File: config.mk
export PLATFORM = sky130hd
export DESIGN_NAME = affine_solve_seq_flat
export DESIGN_NICKNAME = d
export VERILOG_FILES = /design/src/rtl/sfp_pkg.sv /design/src/rtl/affine_solve_seq_if.sv /design/src/rtl/sfp_div_core.sv /design/src/rtl/affine_solve_seq.sv /design/src/flat_wrapper.sv
export SDC_FILE = /design/constraint.sdc
export NUM_CORES = 1
export LEC_CHECK = 0
export CORE_ASPECT_RATIO = 2
export CORE_MARGIN = 2
export CORE_UTILIZATION = 59
export CTS_CLUSTER_DIAMETER = 80
export DETAILED_ROUTE_END_ITERATION = 16
export PLACE_DENSITY = 0.9
export SYNTH_ARGS = -nofsm -noshare
export SYNTH_HDL_FRONTEND = slang
export SYNTH_SLANG_ARGS = --single-unit
export TNS_END_PERCENT = 50
File: constraint.sdc
create_clock -name clk_in -period 5.1 [get_ports clk_in]
set_clock_uncertainty 0.05 [all_clocks]
set_input_delay 0.51 -clock clk_in [delete_from_list [all_inputs] [get_ports clk_in]]
set_output_delay 0.51 -clock clk_in [all_outputs]
set_load 0.005 [all_outputs]
File: src/rtl/sfp_pkg.sv
// Shared definitions for the signed fixed-point (sfp) block family:
// controller states, saturation limits and divider iteration count.
package sfp_pkg;

    typedef enum logic [1:0] {
        IDLE = 2'd0,
        PREP = 2'd1,
        DIV  = 2'd2,
        DONE = 2'd3
    } state_t;

    // One iteration per numerator bit: |diff| is W+1 bits, pre-shifted by QW.
    function automatic int sfp_nb(input int iw, input int qw);
        return iw + qw + qw + 32'sd1;
    endfunction

    function automatic longint sat_max(input int w);
        return (64'sd1 <<< (w - 32'sd1)) - 64'sd1;
    endfunction

    function automatic longint sat_min(input int w);
        return -(64'sd1 <<< (w - 32'sd1));
    endfunction

endpackage

File: src/rtl/affine_solve_seq_if.sv
// Operand/result handshake bundle for affine_solve_seq.
interface affine_solve_seq_if #(
    parameter int W = 16
);
    logic         in_valid;
    logic         in_ready;
    logic [W-1:0] y;
    logic [W-1:0] m;
    logic [W-1:0] b;
    logic         out_valid;
    logic         out_ready;
    logic [W-1:0] x;
    logic         sat;
    logic         dz;

    modport master (
        output in_valid, y, m, b, out_ready,
        input  in_ready, out_valid, x, sat, dz
    );

    modport slave (
        input  in_valid, y, m, b, out_ready,
        output in_ready, out_valid, x, sat, dz
    );
endinterface

File: src/rtl/sfp_div_core.sv
// Unsigned restoring divider, one quotient bit per cycle, numerator MSB first.
// done is high during the final iteration; q then carries the finished quotient.
module sfp_div_core #(
    parameter int NW = 25,
    parameter int DW = 17
) (
    input  logic          clk,
    input  logic          rst,
    input  logic          start,
    input  logic [NW-1:0] n,
    input  logic [DW-1:0] d,
    output logic          done,
    output logic [NW-1:0] q
);

    localparam int CW = $clog2(NW + 1);

    logic [NW-1:0] n_r;
    logic [DW-1:0] d_r;
    logic [DW-1:0] r_r;
    logic [NW-1:0] q_r;
    logic [CW-1:0] cnt_r;
    logic          busy_r;

    logic [DW:0]   r_sh_s;
    logic [DW:0]   r_diff_s;
    logic          ge_s;
    logic [DW-1:0] r_nx_s;
    logic [NW-1:0] q_nx_s;

    // One restoring step; the remainder always stays below d, so DW bits hold it.
    always_comb begin
        r_sh_s   = {r_r, n_r[NW-1]};
        r_diff_s = r_sh_s - {1'b0, d_r};
        ge_s     = (r_sh_s >= {1'b0, d_r});
        if (ge_s) begin
            r_nx_s = r_diff_s[DW-1:0];
        end else begin
            r_nx_s = r_sh_s[DW-1:0];
        end
        q_nx_s = {q_r[NW-2:0], ge_s};
    end

    assign done = busy_r && (cnt_r == CW'(1));
    assign q    = q_nx_s;

    // Operand load on start, then shift/subtract until the counter runs out.
    always_ff @(posedge clk or posedge rst) begin
        if (rst) begin
            n_r    <= {NW{1'b0}};
            d_r    <= {DW{1'b0}};
            r_r    <= {DW{1'b0}};
            q_r    <= {NW{1'b0}};
            cnt_r  <= {CW{1'b0}};
            busy_r <= 1'b0;
        end else if (start) begin
            n_r    <= n;
            d_r    <= d;
            r_r    <= {DW{1'b0}};
            q_r    <= {NW{1'b0}};
            cnt_r  <= CW'(NW);
            busy_r <= 1'b1;
        end else if (busy_r) begin
            n_r    <= {n_r[NW-2:0], 1'b0};
            r_r    <= r_nx_s;
            q_r    <= q_nx_s;
            cnt_r  <= cnt_r - CW'(1);
            busy_r <= (cnt_r != CW'(1));
        end
    end

endmodule

File: src/rtl/affine_solve_seq.sv
// Solves y = m*x + b for x in signed Q(IW.QW): sign/magnitude split around
// an unsigned restoring divider, with zero-gain handling and saturation.
module affine_solve_seq
    import sfp_pkg::*;
#(
    parameter int IW = 8,
    parameter int QW = 8
) (
    input  logic                clk_in,
    input  logic                rst_in,
    affine_solve_seq_if.slave   io
);

    localparam int W  = IW + QW;
    localparam int NB = sfp_nb(IW, QW);
    localparam int DW = W + 1;

    localparam logic [W-1:0]  SAT_MAX_X = W'(sat_max(W));
    localparam logic [W-1:0]  SAT_MIN_X = W'(sat_min(W));
    localparam logic [NB-1:0] POS_LIM   = NB'(sat_max(W));
    localparam logic [NB-1:0] NEG_LIM   = NB'(-sat_min(W));

    state_t state_r;
    state_t state_nx_s;

    logic [W-1:0] y_r;
    logic [W-1:0] m_r;
    logic [W-1:0] b_r;
    logic         neg_r;
    logic         dz_pend_r;
    logic         dsign_r;
    logic         dzero_r;
    logic [W-1:0] x_r;
    logic         sat_r;
    logic         dz_r;
    logic         out_valid_r;

    logic          accept_s;
    logic          start_s;
    logic          finish_s;
    logic          consume_s;
    logic [W:0]    diff_s;
    logic [W:0]    adiff_s;
    logic [W:0]    m_ext_s;
    logic [DW-1:0] d_s;
    logic [NB-1:0] n_s;
    logic          m_zero_s;
    logic          core_done_s;
    logic [NB-1:0] q_s;
    logic [NB-1:0] q_neg_s;
    logic [W-1:0]  fin_x_s;
    logic          fin_sat_s;

    // Operand conditioning: exact W+1 bit difference and magnitudes for the divider.
    always_comb begin
        diff_s   = {y_r[W-1], y_r} - {b_r[W-1], b_r};
        m_ext_s  = {m_r[W-1], m_r};
        m_zero_s = (m_r == {W{1'b0}});
        if (diff_s[W]) begin
            adiff_s = -diff_s;
        end else begin
            adiff_s = diff_s;
        end
        if (m_r[W-1]) begin
            d_s = -m_ext_s;
        end else begin
            d_s = m_ext_s;
        end
        n_s = {adiff_s, {QW{1'b0}}};
    end

    sfp_div_core #(
        .NW (NB),
        .DW (DW)
    ) u_div (
        .clk   (clk_in),
        .rst   (rst_in),
        .start (start_s),
        .n     (n_s),
        .d     (d_s),
        .done  (core_done_s),
        .q     (q_s)
    );

    // Result selection: zero-gain limits, or the signed quotient clamped to W bits.
    always_comb begin
        q_neg_s   = -q_s;
        fin_x_s   = {W{1'b0}};
        fin_sat_s = 1'b0;
        if (dz_pend_r) begin
            if (dzero_r) begin
                fin_x_s   = {W{1'b0}};
                fin_sat_s = 1'b0;
            end else begin
                fin_x_s   = dsign_r ? SAT_MIN_X : SAT_MAX_X;
                fin_sat_s = 1'b1;
            end
        end else if (neg_r) begin
            if (q_s > NEG_LIM) begin
                fin_x_s   = SAT_MIN_X;
                fin_sat_s = 1'b1;
            end else begin
                fin_x_s   = q_neg_s[W-1:0];
                fin_sat_s = 1'b0;
            end
        end else begin
            if (q_s > POS_LIM) begin
                fin_x_s   = SAT_MAX_X;
                fin_sat_s = 1'b1;
            end else begin
                fin_x_s   = q_s[W-1:0];
                fin_sat_s = 1'b0;
            end
        end
    end

    // Controller state register.
    always_ff @(posedge clk_in or posedge rst_in) begin
        if (rst_in) begin
            state_r <= IDLE;
        end else begin
            state_r <= state_nx_s;
        end
    end

    // Next-state and control decode.
    always_comb begin
        state_nx_s = state_r;
        accept_s   = 1'b0;
        start_s    = 1'b0;
        finish_s   = 1'b0;
        consume_s  = 1'b0;
        case (state_r)
            IDLE: begin
                if (io.in_valid && !rst_in) begin
                    accept_s   = 1'b1;
                    state_nx_s = PREP;
                end else begin
                    state_nx_s = IDLE;
                end
            end
            PREP: begin
                // A zero gain skips the divider but still spends one DIV cycle,
                // giving it a fixed two-edge latency.
                if (m_zero_s) begin
                    start_s = 1'b0;
                end else begin
                    start_s = 1'b1;
                end
                state_nx_s = DIV;
            end
            DIV: begin
                if (dz_pend_r || core_done_s) begin
                    finish_s   = 1'b1;
                    state_nx_s = DONE;
                end else begin
                    state_nx_s = DIV;
                end
            end
            DONE: begin
                if (io.out_ready) begin
                    consume_s  = 1'b1;
                    state_nx_s = IDLE;
                end else begin
                    state_nx_s = DONE;
                end
            end
            default: begin
                state_nx_s = IDLE;
            end
        endcase
    end

    // Operand capture, sign bookkeeping and registered result/flags.
    always_ff @(posedge clk_in or posedge rst_in) begin
        if (rst_in) begin
            y_r         <= {W{1'b0}};
            m_r         <= {W{1'b0}};
            b_r         <= {W{1'b0}};
            neg_r       <= 1'b0;
            dz_pend_r   <= 1'b0;
            dsign_r     <= 1'b0;
            dzero_r     <= 1'b0;
            x_r         <= {W{1'b0}};
            sat_r       <= 1'b0;
            dz_r        <= 1'b0;
            out_valid_r <= 1'b0;
        end else begin
            if (accept_s) begin
                y_r <= io.y;
                m_r <= io.m;
                b_r <= io.b;
            end
            if (state_r == PREP) begin
                neg_r     <= diff_s[W] ^ m_r[W-1];
                dz_pend_r <= m_zero_s;
                dsign_r   <= diff_s[W];
                dzero_r   <= (diff_s == {(W+1){1'b0}});
            end
            if (finish_s) begin
                x_r         <= fin_x_s;
                sat_r       <= fin_sat_s;
                dz_r        <= dz_pend_r;
                out_valid_r <= 1'b1;
            end else if (consume_s) begin
                out_valid_r <= 1'b0;
            end
        end
    end

    assign io.in_ready  = (state_r == IDLE) && !rst_in;
    assign io.out_valid = out_valid_r;
    assign io.x         = x_r;
    assign io.sat       = sat_r;
    assign io.dz        = dz_r;

endmodule

File: src/flat_wrapper.sv
// flat-port wrapper written by rule: the top's interface ports become plain ports
module affine_solve_seq_flat import sfp_pkg::*;
#(
    parameter int IW = 8,
    parameter int QW = 8
)
  (clk_in, rst_in, io_in_valid, io_y, io_m, io_b, io_out_ready, io_in_ready, io_out_valid, io_x, io_sat, io_dz);
  affine_solve_seq_if #(.W(16)) io_i ();
  input  logic clk_in;
  input  logic rst_in;
  input wire logic [$bits(io_i.in_valid)-1:0] io_in_valid;
  input wire logic [$bits(io_i.y)-1:0] io_y;
  input wire logic [$bits(io_i.m)-1:0] io_m;
  input wire logic [$bits(io_i.b)-1:0] io_b;
  input wire logic [$bits(io_i.out_ready)-1:0] io_out_ready;
  output wire logic [$bits(io_i.in_ready)-1:0] io_in_ready;
  output wire logic [$bits(io_i.out_valid)-1:0] io_out_valid;
  output wire logic [$bits(io_i.x)-1:0] io_x;
  output wire logic [$bits(io_i.sat)-1:0] io_sat;
  output wire logic [$bits(io_i.dz)-1:0] io_dz;
  assign io_i.in_valid = io_in_valid;
  assign io_i.y = io_y;
  assign io_i.m = io_m;
  assign io_i.b = io_b;
  assign io_i.out_ready = io_out_ready;
  assign io_in_ready = io_i.in_ready;
  assign io_out_valid = io_i.out_valid;
  assign io_x = io_i.x;
  assign io_sat = io_i.sat;
  assign io_dz = io_i.dz;
  affine_solve_seq #(.IW(IW), .QW(QW)) u_core (.clk_in(clk_in), .rst_in(rst_in), .io(io_i));
endmodule
# Word level (Yosys, flattened, before mapping)
# Cells that the tools add are included.
# classes
addsub,6
order_cmp,3
n_eq_ne,5
muxes,38
n_bitwise,1
reduce_logical,10
# ops
op,n
$mux W16,6
$mux W17,5
$mux W25,2
$mux W24,2
$neg A17 Y17,2
$gt A25 B15 Y1 const B,1
$gt A25 B16 Y1 const B,1
$mux W1,19
$ge A18 B17 Y1,1
$logic_not A17 Y1,1
$sub A16 B16 Y17,1
$sub A17 B17 Y17,1
$logic_not A16 Y1,1
$neg A16 Y16,1
$mux W5,2
$pmux W2 S4,1
$eq A5 B1 Y1 const B,1
$ne A5 B1 Y1 const B,1
$sub A5 B1 Y5 const B,1
$eq A2 B2 Y1 const B,2
$reduce_bool A2 Y1,2
$logic_and A1 B1 Y1,3
$eq A2 B1 Y1 const B,1
$logic_not A2 Y1,1
other kinds (4),4
# word_totals
reg_bits,162
input_bits,52
out_inout_bits,20
elab_cells,81

# Logic depth before layout (Yosys ltp)
# depth
word_depth,6
depth_mapped,19
depth_no_buf,18

# By module
# Synthesis repeated with hierarchy kept, for this count alone.
# hier_totals
hier_cells,1052
hier_area_um2,9683.0
# modules_own_cells
mod,n_inst,cells_per_inst,area_each_um2,seq_area_each_um2
affine_solve_seq,1,541,4874.7,1826.8
sfp_div_core,1,511,4808.4,2227.1

# Worst setup path before layout
# Ideal clock, no wire load.
# synth_timing
path_kind,register -> register
from,register u_core.u_div.r_r[8]
to,"register u_core.x_r[15], in the netlist u_core.io.x[15]"
setup_time_ns,0.137
arrival_time_ns,3.902
required_time_ns,4.913
slack_ns,1.010
path_stages_with_launch,17
n_path_buf,1
period_less_slack_ns,4.090
path_cell_list,dfrtp_1 -> ha_1 -> a21oi_1 -> o21ai_0 -> a221o_1 -> nand2b_1 -> nand4b_1 -> clkinv_1 -> clkbuf_1 -> ha_1 -> nand3b_1 -> or4_4 -> a21oi_2 -> o311ai_0 -> o31a_1 -> a32oi_1 -> a21oi_1
# synth_via
elab_chain_len,5
elab_cells_between_ends,8
cone_classes,add/sub: 1; order compare: 3; mux: 4
# synth_lines
item,line_no,source
"start, declared",sfp_div_core.sv:20,logic [DW-1:0] r_r;
"start signal, assigned",sfp_div_core.sv:52,r_r <= {DW{1'b0}};
"start signal, assigned",sfp_div_core.sv:59,r_r <= {DW{1'b0}};
"start signal, assigned",sfp_div_core.sv:65,r_r <= r_nx_s;
$ge A18 B17 Y1 *,sfp_div_core.sv:35,"ge_s = (r_sh_s >= {1'b0, d_r});"
$gt A25 B15 Y1 (tied with other cells),affine_solve_seq.sv:107,if (q_s > POS_LIM) begin
"$mux W16, on equally long branches","affine_solve_seq.sv:107, affine_solve_seq.sv:99",
$mux W16 *,affine_solve_seq.sv:98,end else if (neg_r) begin
$mux W16 *,affine_solve_seq.sv:90,if (dz_pend_r) begin
"end signal, assigned",affine_solve_seq.sv:184,x_r <= {W{1'b0}};
"end signal, assigned",affine_solve_seq.sv:201,x_r <= fin_x_s;
"end, declared",affine_solve_seq.sv:33,logic [W-1:0] x_r;
# Every way passes the cells marked *; elsewhere a longest branch is shown, timed or not.
# A chain may end at the register's enable or synchronous reset.

# Final worst setup path
# layout_timing
from,register u_core.u_div.n_r[24]
to,"register u_core.x_r[15], in the netlist u_core.io.x[15]"
# layout_via
elab_chain_len,5
elab_cells_between_ends,8
cone_classes,add/sub: 1; order compare: 3; mux: 4
# layout_lines
item,line_no,source
"start, declared",sfp_div_core.sv:18,logic [NW-1:0] n_r;
"start signal, assigned",sfp_div_core.sv:50,n_r <= {NW{1'b0}};
"start signal, assigned",sfp_div_core.sv:57,n_r <= n;
"start signal, assigned",sfp_div_core.sv:64,"n_r <= {n_r[NW-2:0], 1'b0};"
$ge A18 B17 Y1 *,sfp_div_core.sv:35,
$gt A25 B15 Y1 (tied with other cells),affine_solve_seq.sv:107,
"$mux W16, on equally long branches","affine_solve_seq.sv:107, affine_solve_seq.sv:99",
$mux W16 *,affine_solve_seq.sv:98,
$mux W16 *,affine_solve_seq.sv:90,
# Marked as above.

==> summary.md <==
| Metric | Value |
|---|---|
| HPWL after detailed placement | `~15 mm` |
| Hold path endpoint | `u_core.u_div.d_r[0]` |
| Die Height | `about 180 um` |
| Hold path start | `u_core.u_div.d_r[0]` |
| Synthesized Nets | `roughly 1100` |
| Fin nets | `approximately 1100` |
| Die boundary width | `slightly above 90 um` |
| Timing-limited maximum frequency | `~250 MHz` |
| Post-CTS sizing | `0` |
| Final antenna-violating net count | `0` |
| Wire length of the first global-routing pass | `about 36 mm` |
| Die Outline Area | `approximately 17000 sq um` |
| Number of antenna violations at the first check in global routing | `0` |
| Unique masters post-synth | `69` |
| Worst-case reg-to-reg path depth | `17` |
| Least-Margin Pin Slew | `approximately 1 ns` |
| Tcrit/Tclk final | `77.7%` |
| Max Transition Viols Final | `0` |
| Count of standard-cell rows | `64` |
| Fillers | `1124` |
| Worst-path maximum fanout | `5` |
| Number of flops mapped to enable cells by yosys | `0` |
| Area of combinational cells with multiple inputs | `between 4000 and 5000 sq um` |
| FF/Latch Area | `between 3000 and 4000 sq um` |
| Post-synthesis instance area | `9130 sq um` |
| Drc violations | `0` |
| Total of flip-flops plus latches after synthesis | `roughly 150` |
| TritonCTS clock tree | `done` |
| Detailed-route vias per instance | `~6.2` |
| Hold crit path type | `reg2reg` |
| Remaining Overflow, GRT | `0` |
| First drt pass iteration count | `6` |
| Std-Cell Core Area | `~15000 sq um` |
| Max H-tree Level | `4` |
| Synthesis Warnings | `0` |
| Synthesized instance count | `between 900 and 1000` |
| Number of buffers inserted for hold repair after clock tree synthesis | `0` |
| Max-capacitance violation count | `0` |
| Post-synthesis async set-or-reset flop share | `100%` |
| Type of the worst setup path | `reg2reg` |
| Drt wl/cell | `17.1 um` |
| Post-synthesis sequential area ratio | `between 40 and 50%` |
| Deepest clock path buffer count | `2` |
| Number of setup violations in the final report | `0` |
| Core utilization of the finished layout | `69.4%` |
| Required time of the critical path | `about 5.4 ns` |
| Initial core utilization | `between 50 and 60%` |
| Number of I/O port buffers | `71` |
| Clock Tree Root | `sky130_fd_sc_hd__clkbuf_16` |
| Count of inserted antenna diode cells | `0` |
| Clock transition at the registers of the reported paths | `roughly 0.070 ns` |
| Share of cells above drive strength 1 | `8.67%` |
| Count of routing violations after the opening detailed-route iteration | `around 450` |
| Result of the run | `completed` |
| Area delta synth->final | `15.7%` |
| GRT Overall Usage | `26.9%` |
| Fin crit period | `3.96 ns` |
| Number of vias in the routed layout | `around 7700` |
| Final-report hold violation count | `0` |
| Vias in the first global route | `between 7000 and 8000` |
| Clk Latency, worst-skew pair | `around 0.44 ns` |
| Largest net degree at the start of global routing | `68` |
| Setup crit start kind | `flop` |
| RSZ-0062 raised after global routing | `false` |
| Startpoint of the worst-slack reg-to-reg timing path | `u_core.u_div.n_r[24]` |
| Reg-to-reg endpoint | `u_core.io.x[15]` |
| Placer Congestion | `a little under 1` |
| Commonest register cell after synthesis | `sky130_fd_sc_hd__dfrtp_1` |
| Category of the worst setup path capture point | `flop` |
| Post-CTS setup buffer count | `0` |
| TritonCTS Buffers | `17` |
| Worst EP arrival | `around 4.2 ns` |
| Fin Setup TNS | `0 ns` |
| Aggregate routed wire length | `around 21 mm` |
| Sinks on Clock Net | `154` |
| Mapped Avg Cell Area | `9.21 sq um` |
| Hold Path Cell Cnt | `2` |
| Worst slew margin relative to its limit | `a little over a third` |
| Setup slack of the most critical reg-to-reg path | `1.14 ns` |
| Number of top-level design ports | `just over 70` |
worst max-delay path by stage:
stage / startpoint / endpoint / slack, ns / depth (start not counted)
floorplan: rst_in / u_core.b_r[0] / 0.39 / 1
global placement: u_core.u_div.d_r[9] / u_core.io.x[5] / 1.42 / 15
detailed placement: u_core.u_div.n_r[24] / u_core.io.x[15] / 1.26 / 17
CTS: u_core.u_div.n_r[24] / u_core.io.x[15] / 1.19 / 17
global route: u_core.u_div.n_r[24] / u_core.io.x[15] / 0.84 / 17
finish: u_core.u_div.n_r[24] / u_core.io.x[15] / 1.14 / 17
cell usage after synthesis, types with 3 or more instances:
library cell,instances,area share (%)
sky130_fd_sc_hd__dfrtp_1,154,42
sky130_fd_sc_hd__o21ai_0,91,5.0
sky130_fd_sc_hd__nor2_1,86,3.5
sky130_fd_sc_hd__nand2_1,85,3.5
sky130_fd_sc_hd__a21oi_1,62,3.4
sky130_fd_sc_hd__inv_1,55,2.3
sky130_fd_sc_hd__clkbuf_1,45,1.9
sky130_fd_sc_hd__xnor2_1,44,4.2
sky130_fd_sc_hd__mux2i_1,40,4.4
sky130_fd_sc_hd__ha_1,39,5.3
sky130_fd_sc_hd__mux2_2,30,3.7
sky130_fd_sc_hd__a211oi_1,20,1.6
sky130_fd_sc_hd__nand3_1,20,1.1
sky130_fd_sc_hd__nor3_1,19,1.0
sky130_fd_sc_hd__nor2b_1,18,1.2
sky130_fd_sc_hd__xor2_1,16,1.5
sky130_fd_sc_hd__nand2b_1,14,0.96
sky130_fd_sc_hd__o31ai_1,14,1.2
sky130_fd_sc_hd__o21a_1,11,0.90
sky130_fd_sc_hd__nor4_1,9,0.62
sky130_fd_sc_hd__a21o_1,8,0.66
sky130_fd_sc_hd__a31oi_1,7,0.48
sky130_fd_sc_hd__or3_1,7,0.48
sky130_fd_sc_hd__o41ai_1,6,0.58
sky130_fd_sc_hd__and2_1,5,0.34
sky130_fd_sc_hd__buf_1,5,0.21
sky130_fd_sc_hd__nand4_1,5,0.34
sky130_fd_sc_hd__and3_1,4,0.27
sky130_fd_sc_hd__nor3b_1,4,0.33
sky130_fd_sc_hd__or4_1,4,0.33
sky130_fd_sc_hd__a211o_1,3,0.29
sky130_fd_sc_hd__buf_2,3,0.16
sky130_fd_sc_hd__nand4b_1,3,0.29
sky130_fd_sc_hd__o311ai_1,3,0.29
sky130_fd_sc_hd__o31a_1,3,0.29
sky130_fd_sc_hd__or2_2,3,0.21
sky130_fd_sc_hd__or4_4,3,0.37
state kept, by name, indices dropped and copies added, names as in the netlist, 2 cells and up:
register / cells
u_core.y_r: 16
u_core.io.x: 16
u_core.u_div.q_r: 24
u_core.u_div.n_r: 17
u_core.u_div.r_r: 17
u_core.b_r: 16
u_core.u_div.cnt_r: 5
u_core.state_r: 2
u_core.u_div.d_r: 17
u_core.m_r: 16
worst max-delay path, cell delays in order, from the launching register on:
cell and delay (ns):
sky130_fd_sc_hd__dfrtp_1 0.40, sky130_fd_sc_hd__inv_1 0.07, sky130_fd_sc_hd__ha_1 0.20, sky130_fd_sc_hd__fa_1 0.23, sky130_fd_sc_hd__nor2b_1 0.08, sky130_fd_sc_hd__o31ai_1 0.32
sky130_fd_sc_hd__a21oi_1 0.17, sky130_fd_sc_hd__o31ai_1 0.29, sky130_fd_sc_hd__nand4b_1 0.17, sky130_fd_sc_hd__clkinv_1 0.10, sky130_fd_sc_hd__ha_1 0.20, sky130_fd_sc_hd__nand3b_1 0.19
sky130_fd_sc_hd__or4_4 0.49, sky130_fd_sc_hd__a21oi_2 0.24, sky130_fd_sc_hd__o311ai_0 0.18, sky130_fd_sc_hd__o31a_1 0.15, sky130_fd_sc_hd__a32oi_1 0.22, sky130_fd_sc_hd__a21oi_1 0.10
area by class of cell:
class | instances | share of cell area [%]
tap | 198 | 2.35
clock buffer | 21 | 4.45
timing repair buffer | 80 | 7.37
multi-input combinational | 727 | 46.0
clock inverter | 11 | 1.28
inverter | 56 | 2.04
sequential | 154 | 36.5
logic make-up (layout without fill, tap and decap cells):
kind of cell / Yosys count / count (layout) / synth area share (%)
compound gates: 258 / 258 / 17.7
xor+xnor: 60 / 60 / 5.76
fa+ha+maj: 41 / 41 / 5.78
buf+inv: 110 / 168 / 4.65
flops: 154 / 154 / 42.2
mux: 70 / 70 / 8.09
simple gates: 298 / 298 / 15.8
cells in the final DEF (no fill, tap or decap), drive strengths merged, types with 11 or more instances in the layout:
master | Yosys | final
nand3 | 20 | 20
nor3 | 19 | 19
nor2 | 86 | 86
mux2 | 30 | 30
a21oi | 65 | 65
nor2b | 18 | 18
mux2i | 40 | 40
o21a | 11 | 11
dfrtp | 154 | 154
a211oi | 20 | 20
clkdlybuf4s50 | 0 | 71
nand2 | 86 | 86
ha | 39 | 39
nand2b | 14 | 14
clkbuf | 45 | 21
inv | 55 | 58
o21ai | 91 | 91
xnor2 | 44 | 44
o31ai | 15 | 15
xor2 | 16 | 16
routing by layer:
layer,vias to the layer above,share of wire [%],track usage (%)
met2,279,55,49.2
met4,0,6.4,18.5
li1,3585,-,-
met1,3693,35,26.9
met3,114,3.9,4.61
met5,-,0,0
metrics by stage:
stage / hold slack (ns) / instances / area, sq um / worst slack (ns)
floorplan: 0.400 / 991 / 9130 / 0.390
global placement: 0.422 / 1215 / 9960 / 1.42
detailed placement: 0.437 / 1215 / 9960 / 1.26
CTS: 0.451 / 1247 / 10600 / 1.19
global route: 0.472 / 1247 / 10600 / 0.843
finish: 0.450 / 1247 / 10600 / 1.14
Power is left out: the tool's default activity adds up to more than one toggle a clock period on the data nets, which glitch-free logic cannot reach.
